`config.mk`:
```
export PLATFORM = sky130hd
export DESIGN_NAME = serial_adder_unit
export DESIGN_NICKNAME = d
export VERILOG_FILES = /design/src/rtl/serial_adder_unit.sv
export SDC_FILE = /design/constraint.sdc
export NUM_CORES = 1
export LEC_CHECK = 0
export CELL_PAD_IN_SITES_DETAIL_PLACEMENT = 0
export CELL_PAD_IN_SITES_GLOBAL_PLACEMENT = 1
export CORE_ASPECT_RATIO = 0.75
export CORE_MARGIN = 2
export CORE_UTILIZATION = 34
export CTS_CLUSTER_DIAMETER = 200
export CTS_CLUSTER_SIZE = 8
export DETAILED_ROUTE_END_ITERATION = 12
export PLACE_DENSITY = 0.76
export RECOVER_POWER = 25
export SLEW_MARGIN = 20
export SYNTH_ARGS = -nofsm -noshare
export SYNTH_HDL_FRONTEND = slang
export SYNTH_SLANG_ARGS = --single-unit
```
`constraint.sdc`:
```
create_clock -name clk -period 2.3 [get_ports clk]
set_input_delay 0.23 -clock clk [delete_from_list [all_inputs] [get_ports clk]]
set_output_delay 0.23 -clock clk [all_outputs]
set_load 0.02 [all_outputs]
```
`src/rtl/serial_adder_unit.sv`:
```
// Bit-serial WIDTH-bit adder: latches an operand pair, resolves one sum bit per
// cycle LSB first, and holds {cout, sum} until the consumer takes it.
module serial_adder_unit #(
  parameter int WIDTH = 4
) (
  input  logic             clk,
  input  logic             resetn,
  input  logic             in_valid,
  output logic             in_ready,
  input  logic [WIDTH-1:0] a,
  input  logic [WIDTH-1:0] b,
  input  logic             cin,
  output logic             out_valid,
  input  logic             out_ready,
  output logic [WIDTH-1:0] sum,
  output logic             cout,
  output logic             busy
);

  localparam int CW = $clog2(WIDTH + 1);
  localparam logic [CW-1:0] LAST = CW'(WIDTH - 1);

  typedef enum logic [1:0] {
    S_IDLE,
    S_RUN,
    S_DONE
  } state_t;

  state_t           r_state;
  state_t           w_state_nxt;
  logic [WIDTH-1:0] r_a;
  logic [WIDTH-1:0] r_b;
  logic [WIDTH-1:0] r_sum;
  logic             r_carry;
  logic             r_cout;
  logic [CW-1:0]    r_cnt;

  logic [WIDTH-1:0] w_sel;
  logic             w_a_bit;
  logic             w_b_bit;
  logic             w_sum_bit;
  logic             w_carry_nxt;
  logic             w_last;

  function automatic logic f_sum_bit(input logic x, input logic y, input logic c);
    return x ^ y ^ c;
  endfunction

  function automatic logic f_majority(input logic x, input logic y, input logic c);
    return (x & y) | (x & c) | (y & c);
  endfunction

  // One-hot select of the bit position being resolved this cycle
  assign w_sel       = WIDTH'(1) << r_cnt;
  assign w_a_bit     = |(r_a & w_sel);
  assign w_b_bit     = |(r_b & w_sel);
  assign w_sum_bit   = f_sum_bit(w_a_bit, w_b_bit, r_carry);
  assign w_carry_nxt = f_majority(w_a_bit, w_b_bit, r_carry);
  assign w_last      = (r_cnt == LAST);

  always_ff @(posedge clk) begin
    if (!resetn) r_state <= S_IDLE;
    else         r_state <= w_state_nxt;
  end

  always_comb begin
    w_state_nxt = r_state;
    unique case (r_state)
      S_IDLE:  if (in_valid)  w_state_nxt = S_RUN;
      S_RUN:   if (w_last)    w_state_nxt = S_DONE;
      S_DONE:  if (out_ready) w_state_nxt = S_IDLE;
      default:                w_state_nxt = S_IDLE;
    endcase
  end

  always_ff @(posedge clk) begin
    if (!resetn) begin
      r_a     <= '0;
      r_b     <= '0;
      r_sum   <= '0;
      r_carry <= 1'b0;
      r_cout  <= 1'b0;
      r_cnt   <= '0;
    end else begin
      unique case (r_state)
        S_IDLE: begin
          if (in_valid) begin
            r_a     <= a;
            r_b     <= b;
            r_carry <= cin;
            r_cnt   <= '0;
            r_sum   <= '0;
          end
        end
        S_RUN: begin
          r_sum   <= (r_sum & ~w_sel) | (w_sum_bit ? w_sel : '0);
          r_carry <= w_carry_nxt;
          r_cnt   <= r_cnt + CW'(1);
          if (w_last) r_cout <= w_carry_nxt;
        end
        default: ;
      endcase
    end
  end

  assign in_ready  = (r_state == S_IDLE);
  assign out_valid = (r_state == S_DONE);
  assign busy      = (r_state != S_IDLE);
  assign sum       = r_sum;
  assign cout      = r_cout;

endmodule

```
==> flow_summary.toml <==
[final_layout]
layout-drive-gt1-share_pct = 9.483
final_cell_area_sq_um = 1237
layout.nets = 136
syn_to_final_growth_pct = 28.44
diodes = 0

[floorplan]
num_rows = 16
start_util_pct = 36.46
ios = 21
core-area_sq_um = 2643
die-area_sq_um = 3280
die_h_um = 50.10
die_w_um = 65.47

[hold_path]
hp-start = "cout"
hp-class = "register to register"

[logic_synthesis]
synth_top_area_cell = "dfxtp_1"
ys_top_cells_by_count = "19 x dfxtp_1, 12 x nor2b_1, 9 x mux2i_1, 6 x inv_1"
synthSimpleGateAreaFrac_pct = 24.68
ys_seq_elements = 19
synth_top_family_by_area = "simple AND/OR/NAND/NOR gates"
synth_area_sq_um = 963.4
yosysWarnings = 0
synth_xor_area_share_pct = 0
synth_top_area_share_pct = 39.48
synth_cell_type_count = 32
synth_cells = 95
dominantRegCellSynth = "dfxtp_1"
synthesis.nets = 114
muxShareOfSynthArea_pct = 9.351
synth-seq-area-share_pct = 39.48
synth_fa_ha_area_share_pct = 8.571
synth_compound_gate_area_share_pct = 12.34
synth_area_leaders = "dfxtp_1 39%, mux2i_1 9.4%, nor2b_1 7.8%"
synth.avg_cell_area_sq_um = 10.14
yosysMostFrequentCell = "dfxtp_1"
ys_async_sr_fraction_pct = 0
synth_edf_count = 0

[clock_tree]
root_buffer = "clkbuf_8"
clk_latency_ns = 0.26
clkTransAtPathRegs_ns = 0.07
cts_buffer_depth = 2
cts_setup_buffers = 0
cts_made_buffers = 3
cts.sinks = 19
htreeDepth = 1
hold_buffers = 0
cts_tree = "built"

[sta]
period_share_pct = 92.95
setup_violations = 0
slew_viol_final = 0
final.setup.tns_ns = 0
clock_skew_ns = 0.003146
hold_violations = 0
rsz0062_at_grt = "no"
fmax_mhz = 467.8
tightest_slew_ns = 0.7592
period_minus_slack_ns = 2.138
slew_headroom_pct = 49.39

[worst_setup_path]
r2r_slack_ns = 0.16
critical_path_class = "register to register"
crit_buf_inv = 1
cp.arrival_ns = 2.29
crit_slowest_cell = "fa_1"
crit_family = "compound AO/OA/AOI/OAI gates"
crit_path_end_kind = "register"
max_stage_delay_ns = 0.48
r2r_start = "r_cnt[1]"
cp_max_fo = 4
crit_required_ns = 2.45
critPathLaunch = "r_cnt[1]"
worst_setup_path_start_kind = "register"
crit_chain = "inv_1 -> ha_1 -> a222oi_1 -> o21ai_1 -> fa_1 -> and2_1 -> a32o_1"

[pwr]
power_density_nw_per_um2 = 567.1
leakagePower_nw = 0.4746
peakVddDrop_mv = 0.2955

[placed_design]
io_buffers = 20
post-dp-hpwl_mm = 1.452
gp_congestion = 0.7145
place_area_sq_um = 1192

[grt]
grt_max_degree = 14
grt-ovfl-total = 0
grt_pass1_wl_mm = 3.270
antenna_found_initial = 0
grtUsageTotal_pct = 13.26
first_global_vias = 703

[drt]
post-route-drc-count = 0
routed_wl_mm = 1.862
dr_total_vias = 733
routed_via_density = 4.822
drtAntennaViolNets = 0
drt_iter0_drc = 30
wl_per_cell_um = 12.25
dr.pass1.iters = 4

[outcome]
outcome = "finished clean"

[job]
drv_cap = 0
tightest hold or removal path, delay by kind of cell, from the launching register on:
kind               cells  cell delay (ns)
and+or+nand+nor        1             0.05
AOI/OAI and AO/OA      1             0.06
DFF                    1             0.31
timing repair:
| action | 4_1_cts | 5_1_grt |
|---|---|---|
| endpoints found under the setup margin | 0 | 3 |
| hold endpoints to repair | 0 | 0 |
| resized for setup | 0 | 3 |
layout make-up:
| cell class | count | area (sq um) |
|---|---|---|
| flip-flops and latches | 19 | 382.9 |
| fillers | 266 | 1405 |
| clock buffers | 3 | 41.29 |
| multi-input cells | 65 | 529.3 |
| clock inverters | 1 | 5.005 |
| well taps | 36 | 45.04 |
| repair buffers | 22 | 211.5 |
| inverters | 6 | 22.52 |
layer usage:
layer / track usage, % / wire length, um
met1: 17.80 / 933
met2: 19.73 / 820
met3: 4.110 / 77
met4: 5.208 / 30
met5: 0 / 0
where the power goes:
group | internal (mW) | leakage, nW | switching [mW]
sequential | 0.345 | 0.156 | 0.0141
combinational | 0.0632 | 0.293 | 0.0483
clock | 0.120 | 0.0255 | 0.111
cell usage in the layout, fill, tap and decap left out:
cell type        count
a21boi_0             2
a21oi_1              1
a222oi_1             2
a22oi_1              2
a32o_1               3
and2_1               1
and2b_1              1
and3_1               1
and4bb_1             3
buf_4                1
clkbuf_1             1
clkbuf_8             3
clkdlybuf4s50_1     20
clkinv_2             1
dfxtp_1             17
dfxtp_2              2
fa_1                 1
ha_1                 5
inv_1                6
mux2i_1              9
nand2_1              5
nand2b_1             1
nand3_1              1
nand3b_1             1
nand4b_1             1
nor2_1               4
nor2_2               2
nor2b_1             12
nor3b_2              1
nor3b_4              1
o21ai_0              1
o21ai_1              2
o21bai_1             1
o221a_1              1
worst paths after layout:
kind	endpoint	depth (start not counted)
setup / recovery	sum[1]	7
hold / removal	cout	2
hold reg to reg	cout	2
setup reg to reg	sum[1]	7
sequential cells by signal (all words and copies together) (netlist names):
| signal | flops |
|---|---|
| r_a | 4 |
| sum | 4 |
| r_b | 4 |
| cout | 1 |
| r_state | 2 |
| r_cnt | 3 |
| r_carry | 1 |
logic make-up (layout without fill, tap and decap cells):
| family | count (synthesis) | in the layout |
|---|---|---|
| AOI/OAI and AO/OA | 15 | 15 |
| muxes | 9 | 9 |
| buffers and inverters | 11 | 32 |
| and+or+nand+nor | 35 | 35 |
| adders and majority gates | 6 | 6 |
| DFF | 19 | 19 |
stage by stage:
stage / utilization [%] / cells / power [mW] / setup WS, ns / hold WS (ns)
floorplan: - / 95 / 0.4353 / 0.3123 / 0.3994
global placement: 45.12 / 148 / 0.4766 / 0.2056 / 0.4581
global route: 46.83 / 152 / 0.7442 / 0.04584 / 0.4905
detailed placement: 45.12 / 148 / 0.4794 / 0.07528 / 0.4632
finish: 46.83 / 152 / 0.7018 / 0.1622 / 0.4683
CTS: 46.88 / 152 / 0.7157 / 0.05541 / 0.4747
Note: power is estimated with default switching activity, not from simulation.
